<file path="src/rtl/opr1_pkg.sv">
// Shared definitions for the PDP-8 group-1 operate sequencer.
// Optional byte-swap (BSW) support is enabled with OPR1_BSW_EN.
package opr1_pkg;

    localparam int W = 12;

    localparam int IR_CLA = 7;
    localparam int IR_CLL = 6;
    localparam int IR_CMA = 5;
    localparam int IR_CML = 4;
    localparam int IR_RAR = 3;
    localparam int IR_RAL = 2;
    localparam int IR_BSW = 1;
    localparam int IR_IAC = 0;

    localparam logic [3:0] GRP1_OP = 4'b1110;

    typedef enum logic [2:0] {
        IDLE,
        CLRCOM,
        INC,
        ROT1,
        ROT2,
        FIN
    } state_t;

    function automatic logic is_grp1(input logic [W-1:0] ir);
        return ir[W-1:W-4] == GRP1_OP;
    endfunction

endpackage

</file>
<file path="src/rtl/opr1_rotator.sv">
// Single-step rotate of the 13-bit {L,AC} word, or 6-bit half swap of AC.
// dir=1 rotates left, dir=0 rotates right; swap overrides dir.
module opr1_rotator
    import opr1_pkg::*;
(
    input  logic [W:0] din,
    input  logic       dir,
    input  logic       swap,
    output logic [W:0] dout
);

    always_comb begin
        dout = din;
        if (swap)
            dout = {din[W], din[W/2-1:0], din[W-1:W/2]};
        else if (dir)
            dout = {din[W-1:0], din[W]};
        else
            dout = {din[0], din[W:1]};
    end

endmodule

</file>
<file path="src/rtl/opr1_sequencer.sv">
// Multi-cycle executor for PDP-8 group-1 operate instructions.
// Define OPR1_BSW_EN to enable the BSW (byte swap) encoding.
module opr1_sequencer
    import opr1_pkg::*;
(
    input  logic         CLK,
    input  logic         RESETN,
    input  logic         START,
    input  logic [W-1:0] IR,
    input  logic [W-1:0] AC_IN,
    input  logic         LINK_IN,
    output logic [W-1:0] AC_OUT,
    output logic         LINK_OUT,
    output logic         BUSY,
    output logic         DONE,
    output logic         ERR
);

    state_t         state, nxt;
    logic [W-1:0]   ac_q, ac_d;
    logic           l_q, l_d;
    logic [7:0]     ir_q, ir_d;
    logic           err_q, err_d;
    logic [W:0]     rot;

    logic rar, ral, rot_one, bsw, do_rot1, do_rot2;

    assign rar     = ir_q[IR_RAR];
    assign ral     = ir_q[IR_RAL];
    assign rot_one = rar ^ ral;

`ifdef OPR1_BSW_EN
    assign bsw = ir_q[IR_BSW] & ~rar & ~ral;
`else
    assign bsw = 1'b0;
`endif

    assign do_rot1 = rot_one | bsw;
    assign do_rot2 = rot_one & ir_q[IR_BSW];

    opr1_rotator u_rot (
        .din  ({l_q, ac_q}),
        .dir  (ral),
        .swap (bsw),
        .dout (rot)
    );

    always_ff @(posedge CLK) begin
        if (!RESETN) begin
            state <= IDLE;
            ac_q  <= '0;
            l_q   <= 1'b0;
            ir_q  <= '0;
            err_q <= 1'b0;
        end else begin
            state <= nxt;
            ac_q  <= ac_d;
            l_q   <= l_d;
            ir_q  <= ir_d;
            err_q <= err_d;
        end
    end

    always_comb begin
        nxt   = state;
        ac_d  = ac_q;
        l_d   = l_q;
        ir_d  = ir_q;
        err_d = err_q;
        BUSY  = 1'b0;
        DONE  = 1'b0;
        ERR   = 1'b0;
        unique case (state)
            IDLE: begin
                if (START) begin
                    ac_d  = AC_IN;
                    l_d   = LINK_IN;
                    ir_d  = IR[7:0];
                    err_d = ~is_grp1(IR);
                    nxt   = is_grp1(IR) ? CLRCOM : FIN;
                end
            end
            CLRCOM: begin
                BUSY = 1'b1;
                ac_d = (ir_q[IR_CLA] ? '0 : ac_q) ^ {W{ir_q[IR_CMA]}};
                l_d  = (ir_q[IR_CLL] ? 1'b0 : l_q) ^ ir_q[IR_CML];
                if (ir_q[IR_IAC])
                    nxt = INC;
                else
                    nxt = do_rot1 ? ROT1 : FIN;
            end
            INC: begin
                BUSY        = 1'b1;
                {l_d, ac_d} = {l_q, ac_q} + {{W{1'b0}}, 1'b1};
                nxt         = do_rot1 ? ROT1 : FIN;
            end
            ROT1: begin
                BUSY        = 1'b1;
                {l_d, ac_d} = rot;
                nxt         = do_rot2 ? ROT2 : FIN;
            end
            ROT2: begin
                BUSY        = 1'b1;
                {l_d, ac_d} = rot;
                nxt         = FIN;
            end
            FIN: begin
                DONE = 1'b1;
                ERR  = err_q;
                nxt  = IDLE;
            end
            default: nxt = IDLE;
        endcase
    end

    assign AC_OUT   = ac_q;
    assign LINK_OUT = l_q;

endmodule

</file>
<file path="config.mk">
export PLATFORM = sky130hd
export DESIGN_NAME = opr1_sequencer
export DESIGN_NICKNAME = d
export VERILOG_FILES = /design/src/rtl/opr1_pkg.sv /design/src/rtl/opr1_rotator.sv /design/src/rtl/opr1_sequencer.sv
export SDC_FILE = /design/constraint.sdc
export NUM_CORES = 1
export LEC_CHECK = 0
export CORE_ASPECT_RATIO = 0.6
export CORE_MARGIN = 4
export CORE_UTILIZATION = 50
export DETAILED_ROUTE_END_ITERATION = 12
export PLACE_DENSITY = 0.88
export SLEW_MARGIN = 15
export SYNTH_ARGS = -nofsm -noshare
export SYNTH_HDL_FRONTEND = slang
export SYNTH_SLANG_ARGS = --single-unit
</file>
<file path="constraint.sdc">
create_clock -name CLK -period 3.1 [get_ports CLK]
set_input_delay 0.465 -clock CLK [delete_from_list [all_inputs] [get_ports CLK]]
set_output_delay 0.465 -clock CLK [all_outputs]
set_load 0.05 [all_outputs]
</file>
# == Word level (Yosys, flattened, before mapping) ==
# Cells that the tools add are included.
# classes
add_sub_neg,1
n_mul,0
div,0
order_cmp,0
eq_ne,7
shift,0
n_mux,16
bitwise,5
reduce_logical,6
# ops
operator,count
one-hot mux 12 bit (4 select lines),1
two-way mux 12 bit,2
one-hot mux 3 bit (5 select lines),1
"adder 13 x 1 -> 13 bit, second input constant",1
two-way mux 13 bit,1
two-way mux 3 bit,4
XOR 12 bit,1
"equality test 3 x 2 -> 1 bit, second input constant",2
"equality test 3 bit, second input constant",2
two-way mux 1 bit,6
"equality test 4 bit, second input constant",1
one-hot mux 1 bit (4 select lines),1
AND reduction 2 bit,2
nonzero test 4 bit,1
OR reduction 4 bit,1
"equality test 3 x 1 -> 1 bit, second input constant",1
zero test 3 bit,1
"!= test 2 bit, second input constant",1
OR reduction 2 bit,1
XOR 1 bit,2
AND 1 bit,1
inverter 1 bit,1
# word_totals
register_bits,25
latchBits,0
ram_bits,0
mem_bits_ro,0
input_bits,28
elab_cells,40
n_memories,0

# == Logic depth before layout (Yosys ltp) ==
# Gate-level depths: netlist of the first run.
# depth
depth_word,4
mapped_depth,7
ltp_nobuf,6

# == Hierarchy ==
# From an unflattened synthesis of the first run, not the netlist that was laid out.
# hier_totals
hier_cells,298
hier_area_um2,2218.4
# by_module_without_submodules
mod,n_inst,cells_per_inst,area_per_inst_um2,seq_area_each_um2
opr1_sequencer,1,255,1933.1,500.5
opr1_rotator,1,43,285.3,0.0

# == Worst setup path after synthesis of the first run ==
# No wires, ideal clock.
# synth_path
path_type,register -> output
startpoint,reg state[2]
endpoint,out ERR
arrival_time_ns,1.759
t_required_ns,2.635
slack_ns,0.876
stages_incl_launch_ff,5
path_cell_list,dfxtp_1 buf_2 clkbuf_1 and3b_1 and2_1
# synth_between
elab_chain_cells,2
# synth_rtl
element,line,rtl
start: declaration,opr1_sequencer.sv:19,"state_t state, nxt;"
start signal: assignment,opr1_sequencer.sv:56,state <= nxt;
equality test 3 bit,opr1_sequencer.sv:73,unique case (state)
two-way mux 1 bit,opr1_sequencer.sv:73,
end: declaration,opr1_sequencer.sv:16,output logic ERR
# No other way between the ends.

# == Worst setup path in the final report of the first run ==
# layout_path
startpoint,reg state[0]
endpoint,out ERR
# Same word-level chain as after synthesis.

==> results of run 1 <==
[layout by cell type (no fill, tap or decap), drive strengths merged, types with 4 or more instances in the layout]
master	synthesis	routed
clkdlybuf4s50	0	43
nand2	27	27
dfxtp	25	25
a21oi	25	25
nor2	22	22
xnor2	17	17
o21ai	15	15
nor2b	11	11
nand2b	11	11
o221ai	10	10
a21boi	9	9
nand3	9	9
mux2	6	6
xor2	5	5
o22ai	5	5
mux2i	5	5
nor3	4	4
inv	4	4
buf	13	4
[critical path, delay by kind of cell (launching register included)]
family	cells	cell delay, ns
flops	1	0.72
buf+inv	1	0.79
simple gates	2	0.40
[per-layer routing]
metal | up-vias | track usage, % | share of wire (%)
met5 | - | 0 | 0
met4 | 0 | 4.25 | 0.95
met3 | 9 | 7.48 | 12
met2 | 125 | 32.0 | 41
met1 | 938 | 33.8 | 46
li1 | 999 | - | -
[stage by stage]
stage,power [W],instance area [sq um]
2_1_floorplan,0.00102,1980
3_3_place_gp,0.00122,2400
3_5_place_dp,0.00124,2400
4_1_cts,0.00145,2450
5_1_grt,0.00153,2450
6_report,0.00146,2450
[worst paths after layout]
kind                    end
setup / recovery        ERR
hold / removal      ir_q[6]
setup reg to reg  AC_OUT[7]
hold reg to reg     ir_q[6]
[layout make-up]
| class | count | area, sq um |
|---|---|---|
| inverter | 4 | 15.0 |
| multi-input combinational | 213 | 1370 |
| fill | 337 | 1300 |
| clock buffer | 3 | 41.3 |
| sequential | 25 | 500 |
| clock inverter | 1 | 5.00 |
| tap | 47 | 58.8 |
| timing repair buffer | 47 | 460 |
[registers in the layout (all words and copies together), names as in the netlist]
register and count:
AC_OUT 12, ir_q 8, state 3, LINK_OUT 1, err_q 1
[kinds of logic after synthesis]
kind of cell | Yosys count | synth area share, %
buffers and inverters | 23 | 5.87
DFF | 25 | 25.2
xor gates and xnor gates | 22 | 9.72
adders and majority gates | 1 | 0.631
AOI/OAI and AO/OA | 80 | 26.4
muxes | 11 | 5.93
and+or+nand+nor | 99 | 26.2
[where the power goes]
| group | total (W) | switching (W) | internal (W) | leakage [nW] |
|---|---|---|---|---|
| Sequential | 0.000509 | 0.000131 | 0.000379 | 0.206 |
| Combinational | 0.000738 | 0.000425 | 0.000313 | 0.604 |
| Clock | 0.000210 | 0.000120 | 0.0000906 | 0.0255 |
| Total | 0.00146 | 0.000676 | 0.000782 | 0.836 |
==> results.py, run 1 <==
metrics = {
    "clock_network": {
        "tritoncts": "done",
        "cts_resized": 0,
        "cts.htree.levels": 1,
        "cts_setup_buffers": 0,
        "root_buffer": "clkbuf_8",
        "cts_buffer_depth": 2,
        "hold_buffers": 0,
        "insertion_delay_ns": 0.29,
        "clock-sinks": 25,
        "path_clk_slew_ns": 0.10,
        "cts_buffers": 3,
    },
    "setup_path": {
        "regToRegSetupSlack_ns": 0.91,
        "crit_path_start_kind": "register",
        "critPathKind": "register to output pin",
        "arrival_ns": 2.20,
        "path_max_fanout": 17,
        "startpoint": "state[0]",
        "rr_startpoint": "state[0]",
        "worstPathRequired_ns": 2.63,
        "cpMaxStageDelayCell": "clkdlybuf4s50_1",
        "end_kind": "output pin",
        "path_cells": "and3b_1 -> and2_1 -> clkdlybuf4s50_1",
        "critPathMaxStageDelay_ns": 0.79,
        "reg2reg_depth": 6,
    },
    "place": {
        "dp_slack_ns": 0.770,
        "hpwlAfterDp_mm": 4.03,
        "dpl.cell_count": 336,
        "portBuffers": 43,
        "gp_congestion": 0.941,
    },
    "yosys": {
        "synth_area_leaders": "dfxtp_1 (25%), xnor2_1 (7.5%), a21oi_1 (6.1%), nand2_1 (5.1%), o221ai_1 (4.4%)",
        "avgSynthCellArea_sq_um": 7.60,
        "ys_ff_latch": 25,
        "synth_top_area_share_pct": 25.2,
        "synth_top_cell_by_area": "dfxtp_1",
        "syn_nets": 290,
        "synthTopCellsByCount": "nand2_1 (27), dfxtp_1 (25), a21oi_1 (24)",
        "yosysWarnings": 0,
        "yosysMostFrequentCell": "nand2_1",
        "synthCells": 261,
        "ys_seq_area_share_pct": 25.2,
        "synth-edff-count": 0,
        "yosysUniqueCellTypes": 46,
        "syn_area_sq_mm": 0.00198,
        "ys.flop_type": "dfxtp_1",
        "synth-async-reset-ratio_pct": 0,
    },
    "sta": {
        "fin_crit_ns": 2.66,
        "hold_slack_ns": 0.477,
        "rsz0062_at_grt": "false",
        "setup_viol": 0,
        "fmax_mhz": 375,
        "worst_pin_slew_ns": 0.861,
        "final_max_slew_viol_count": 0,
        "fin_ws_ns": 0.436,
        "final.setup.tns_ns": 0,
        "hold_viol": 0,
        "clock_skew_ns": 0.0132,
        "slew_headroom_pct": 42.4,
        "timing.final.crit_share_pct": 85.9,
    },
    "detailed_routing": {
        "wl_mm": 5.78,
        "firstDrtPassIters": 5,
        "dr.first_iter.drc_count": 248,
        "postRouteAntennaNets": 0,
        "detail_route.wl_per_cell_um": 17.0,
        "vias": 2071,
        "drc": 0,
        "viasPerCell": 6.09,
    },
    "layout": {
        "drive_gt1_share_pct": 6.48,
        "diodes": 0,
        "stdcell_count": 340,
        "syn2layout_area_growth_pct": 23.4,
        "layout.nets": 323,
        "utilization_pct": 65.4,
    },
    "global_routing": {
        "grt_max_degree": 24,
        "globalRouteOverflowTotal": 0,
        "antenna_found_initial": 0,
        "grt_usage_pct": 22.8,
        "grt_pass1_wl_mm": 9.09,
        "first_global_vias": 1851,
    },
    "floorplan": {
        "die_area_sq_mm": 0.00507,
        "std_cell_rows": 17,
        "die_width_um": 89.3,
        "io_pins": 44,
        "die_y_um": 56.8,
        "start_util_pct": 53.0,
        "core_sq_mm": 0.00374,
    },
    "flow_run": {
        "drv_cap": 0,
    },
    "hold_path": {
        "min-delay-start": "ir_q[6]",
        "hold_path_class": "register to register",
        "hold_path_depth": 2,
    },
    "power_and_ir_drop": {
        "p_leak_nw": 0.836,
        "powerDensity_mw_per_mm2": 596,
        "peakVddDrop_mv": 0.372,
    },
    "outcome": {
        "status": "complete, no violations",
    },
}
Power figures use the tool's default switching activity.
==> inputs of run 2 (changes only) <==
Settings changed: PLACE_DENSITY 0.88 to 0.87, SYNTH_HIERARCHICAL from default to 1.
==> results.py, run 2 <==
metrics = {
    "outcome": {
        "status": "complete, no violations",
    },
    "sta": {
        "worst_pin_slew_ns": 0.866,
        "hold_viol": 0,
        "timing.final.crit_share_pct": 86.1,
        "fmax_mhz": 375,
        "clock_skew_ns": 0.00624,
        "final_max_slew_viol_count": 0,
        "final.setup.tns_ns": 0,
        "hold_slack_ns": 0.469,
        "slew_headroom_pct": 42.2,
        "rsz0062_at_grt": "false",
        "fin_crit_ns": 2.67,
        "setup_viol": 0,
    },
    "global_routing": {
        "grt_usage_pct": 27.1,
        "antenna_found_initial": 0,
        "first_global_vias": 2343,
        "grt_max_degree": 19,
        "globalRouteOverflowTotal": 0,
        "grt_pass1_wl_mm": 11.7,
    },
    "yosys": {
        "synth_area_leaders": "dfxtp_1 (23%), nand2_1 (7.1%), xnor2_1 (7.1%), mux2i_1 (6.3%), a21oi_1 (6.1%)",
        "ys_seq_area_share_pct": 22.6,
        "ys.flop_type": "dfxtp_1",
        "yosysWarnings": 6,
        "synth-async-reset-ratio_pct": 0,
        "ys_ff_latch": 25,
        "synth_top_cell_by_area": "dfxtp_1",
        "avgSynthCellArea_sq_um": 7.44,
        "synth-edff-count": 0,
        "synthCells": 298,
        "synthTopCellsByCount": "nand2_1 (42), a21oi_1 (27), dfxtp_1 (25)",
        "yosysMostFrequentCell": "nand2_1",
        "yosysUniqueCellTypes": 60,
        "synth_top_area_share_pct": 22.6,
        "syn_area_sq_mm": 0.00222,
    },
    "layout": {
        "largest_register_ffs": 12,
        "mostFrequentLayoutCells": "clkdlybuf4s50_1 (43), nand2_1 (42), a21oi_1 (27), dfxtp_1 (25), xnor2_1 (18)",
        "layout_commonest_cell": "clkdlybuf4s50_1",
        "diodes": 0,
        "design_area_sq_mm": 0.00269,
        "layout.nets": 363,
        "utilization_pct": 64.1,
        "syn2layout_area_growth_pct": 21.1,
        "drive_gt1_share_pct": 6.31,
        "fill_cells": 381,
    },
    "clock_network": {
        "tritoncts": "done",
        "clock-sinks": 25,
        "cts_resized": 0,
        "cts_buffer_depth": 2,
        "hold_buffers": 0,
        "cts.htree.levels": 1,
        "path_clk_slew_ns": 0.10,
        "cts_buffers": 3,
        "cts_setup_buffers": 0,
        "root_buffer": "clkbuf_8",
        "insertion_delay_ns": 0.29,
    },
    "detailed_routing": {
        "dr.first_iter.drc_count": 281,
        "postRouteAntennaNets": 0,
        "detail_route.wl_per_cell_um": 18.3,
        "wl_mm": 7.18,
        "viasPerCell": 6.17,
        "vias": 2424,
        "drc": 0,
        "firstDrtPassIters": 5,
    },
    "setup_path": {
        "end_kind": "output pin",
        "crit_path_start_kind": "register",
        "worstPathRequired_ns": 2.63,
        "reg2reg_depth": 6,
        "rr_startpoint": "state[1]",
        "reg2reg_to": "AC_OUT[6]",
        "regToRegSetupSlack_ns": 0.60,
        "critPathKind": "register to output pin",
        "arrival_ns": 2.20,
        "path_max_fanout": 12,
    },
    "floorplan": {
        "core_sq_mm": 0.00419,
        "die_area_sq_mm": 0.00560,
        "start_util_pct": 53.0,
        "std_cell_rows": 18,
        "io_pins": 44,
        "die_y_um": 59.6,
        "die_width_um": 94.0,
    },
    "place": {
        "portBuffers": 43,
        "postPlaceCellArea_sq_mm": 0.00264,
        "hpwlAfterDp_mm": 5.06,
        "gp_congestion": 0.976,
    },
    "power_and_ir_drop": {
        "p_leak_nw": 0.917,
        "powerDensity_mw_per_mm2": 584,
        "peakVddDrop_mv": 0.293,
    },
    "hold_path": {
        "hold_path_depth": 2,
        "min-delay-start": "ir_q[1]",
        "hold_path_class": "register to register",
        "holdPathEnd": "ir_q[1]",
    },
    "flow_run": {
        "drv_cap": 0,
    },
}
[run 2: cell types whose count changed after synthesis, sizes merged, moves of 6 or more]
cell,delta
a21boi,-9
and2,+6
mux2i,+9
nand2,+15
o21ai,+10
o221ai,-7
[run 2: logic make-up after synthesis]
logic type | Yosys count | synth area share (%)
other cells | 1 | 0.169
fa+ha+maj | 1 | 0.564
compound gates | 89 | 25.4
simple gates | 115 | 27.0
buf+inv | 29 | 8.01
mux | 18 | 8.35
flops | 25 | 22.6
xor+xnor | 20 | 7.90
[run 2: where the power goes]
group          internal [W]  switching, W  total (W)
clock             0.0000949      0.000127   0.000221
sequential         0.000377      0.000152   0.000529
combinational      0.000346      0.000471   0.000817
[run 2: how the worst max path moves through the flow]
stage / start / endpoint / slack, ns
global route: state[0] / ERR / 0.37
finish: state[0] / ERR / 0.43
detailed placement: state[1] / AC_OUT[6] / 0.68
global placement: state[1] / AC_OUT[6] / 0.75
CTS: state[0] / ERR / 0.46
floorplan: state[0] / BUSY / 1.15
[run 2: routing by layer]
| metal | track usage (%) | routed length, um |
|---|---|---|
| met1 | 37.4 | 3200 |
| met2 | 40.6 | 3040 |
| met3 | 7.61 | 836 |
| met4 | 9.67 | 111 |
| met5 | 0 | 0 |
[run 2: critical path, cell delays in order (launching register included)]
cell	delay [ns]
dfxtp_1	0.63
nor2b_1	0.29
and3_1	0.19
clkdlybuf4s50_1	0.80
[run 2: through the flow]
| stage | total power [W] | instances | setup WS, ns |
|---|---|---|---|
| 3_5_place_dp | 0.00133 | 389 | 0.676 |
| 6_report | 0.00157 | 393 | 0.431 |
| 3_3_place_gp | 0.00132 | 389 | 0.752 |
| 2_1_floorplan | 0.00108 | 305 | 1.15 |
| 4_1_cts | 0.00155 | 393 | 0.464 |
| 5_1_grt | 0.00166 | 393 | 0.372 |
[run 2: area by class of cell]
type                    count  area [sq um]  area share (%)
clock inverters             1          8.76           0.326
flip-flops and latches     25           500            18.6
well taps                  60          75.1            2.79
multi-input cells         251          1570            58.3
repair buffers             50           483            18.0
clock buffers               3          41.3            1.54
inverters                   3          11.3           0.419
==> inputs of run 3 (changes only) <==
Settings changed: CORE_UTILIZATION 50 to 40, PLACE_DENSITY 0.87 to 0.73.
==> results.py, run 3 (synthesis gave the netlist of run 2 again) <==
metrics = {
    "place": {
        "portBuffers": 43,
        "dp_slack_ns": 0.796,
        "hpwlAfterDp_mm": 5.47,
        "gp_congestion": 0.968,
    },
    "clock_network": {
        "tritoncts": "done",
        "cts_buffers": 3,
        "insertion_delay_ns": 0.28,
        "cts_setup_buffers": 0,
        "cts.htree.levels": 1,
        "cts_resized": 0,
        "cts_buffer_depth": 2,
        "clock-sinks": 25,
        "path_clk_slew_ns": 0.10,
        "hold_buffers": 0,
        "root_buffer": "clkbuf_8",
    },
    "layout": {
        "diodes": 0,
        "layout.nets": 363,
        "drive_gt1_share_pct": 6.31,
        "largest_register_ffs": 12,
        "syn2layout_area_growth_pct": 21.4,
        "layout_commonest_cell": "clkdlybuf4s50_1",
        "mostFrequentLayoutCells": "clkdlybuf4s50_1 (43), nand2_1 (42), a21oi_1 (27), dfxtp_1 (25), xnor2_1 (18)",
    },
    "detailed_routing": {
        "firstDrtPassIters": 6,
        "wl_mm": 7.56,
        "postRouteAntennaNets": 0,
        "dr.first_iter.drc_count": 240,
        "detail_route.wl_per_cell_um": 19.0,
        "viasPerCell": 5.95,
        "drc": 0,
        "vias": 2376,
    },
    "hold_path": {
        "hold_path_class": "register to register",
    },
    "sta": {
        "rsz0062_at_grt": "false",
        "final.setup.tns_ns": 0,
        "timing.final.crit_share_pct": 85.7,
        "setup_viol": 0,
        "final_max_slew_viol_count": 0,
        "fmax_mhz": 377,
        "fin_ws_ns": 0.444,
        "fin_crit_ns": 2.66,
        "worst_pin_slew_ns": 0.810,
        "slew_headroom_pct": 45.9,
        "clock_skew_ns": 0.00334,
        "hold_viol": 0,
    },
    "floorplan": {
        "die_area_sq_mm": 0.00684,
        "die_width_um": 104,
        "die_y_um": 65.7,
        "start_util_pct": 42.6,
        "std_cell_rows": 20,
        "core_sq_mm": 0.00520,
        "io_pins": 44,
    },
    "setup_path": {
        "critPathKind": "register to output pin",
        "path_max_fanout": 13,
        "arrival_ns": 2.19,
        "crit_path_start_kind": "register",
        "worstPathRequired_ns": 2.63,
        "end_kind": "output pin",
    },
    "global_routing": {
        "globalRouteOverflowTotal": 0,
        "grt_usage_pct": 21.3,
        "grt_max_degree": 22,
        "grt_pass1_wl_mm": 11.5,
        "first_global_vias": 2133,
        "antenna_found_initial": 0,
    },
    "power_and_ir_drop": {
        "p_leak_nw": 0.918,
        "powerDensity_mw_per_mm2": 581,
        "peakVddDrop_mv": 0.340,
    },
    "flow_run": {
        "drv_cap": 0,
    },
    "outcome": {
        "status": "complete, no violations",
    },
}
## run 3: cell counts in the layout (fill, tap and decap cells not counted)
No cell type changed its count.
## run 3: report_power, final
| group | internal, W | switching (W) |
|---|---|---|
| clock | 0.0000947 | 0.000126 |
| combinational | 0.000341 | 0.000487 |
| sequential | 0.000377 | 0.000140 |
| total | 0.000813 | 0.000753 |
## run 3: final cells by class
type                    instances  area (sq um)
fillers                       525          2510
repair buffers                 50           483
clock inverters                 1          8.76
flip-flops and latches         25           500
multi-input cells             251          1570
clock buffers                   3          41.3
inverters                       3          11.3
well taps                      66          82.6
## run 3: routing by layer
metal | global-route usage [%] | part of all wire, % | up-vias
met5 | 0 | 0 | -
met4 | 1.66 | 0.11 | 0
met3 | 6.28 | 12 | 4
met2 | 32.1 | 41 | 142
met1 | 31.0 | 47 | 1100
li1 | - | - | 1130
## run 3: final timing paths
kind,from,end,slack [ns],cells after the start
max,state[0],BUSY,0.44,3
min,ir_q[6],ir_q[6],0.46,2
max reg2reg,state[0],AC_OUT[6],0.75,6
min reg2reg,ir_q[6],ir_q[6],0.46,2
## run 3: metrics by stage
stage / power (W) / cell area (sq um) / hold slack, ns / util [%] / instances
after detailed placement: 0.00133 / 2640 / 0.452 / 50.8 / 395
final: 0.00157 / 2690 / 0.465 / 51.8 / 399
after global routing: 0.00165 / 2690 / 0.501 / 51.8 / 399
after CTS: 0.00155 / 2690 / 0.467 / 51.8 / 399
after floorplan: 0.00108 / 2240 / 0.437 / - / 305
after global placement: 0.00132 / 2640 / 0.445 / 50.8 / 395
## run 3: worst max-delay path: stages (launching register included)
cell	delay, ns
dfxtp_1	0.47
o21a_4	0.29
nor2_1	0.28
clkdlybuf4s50_1	0.87
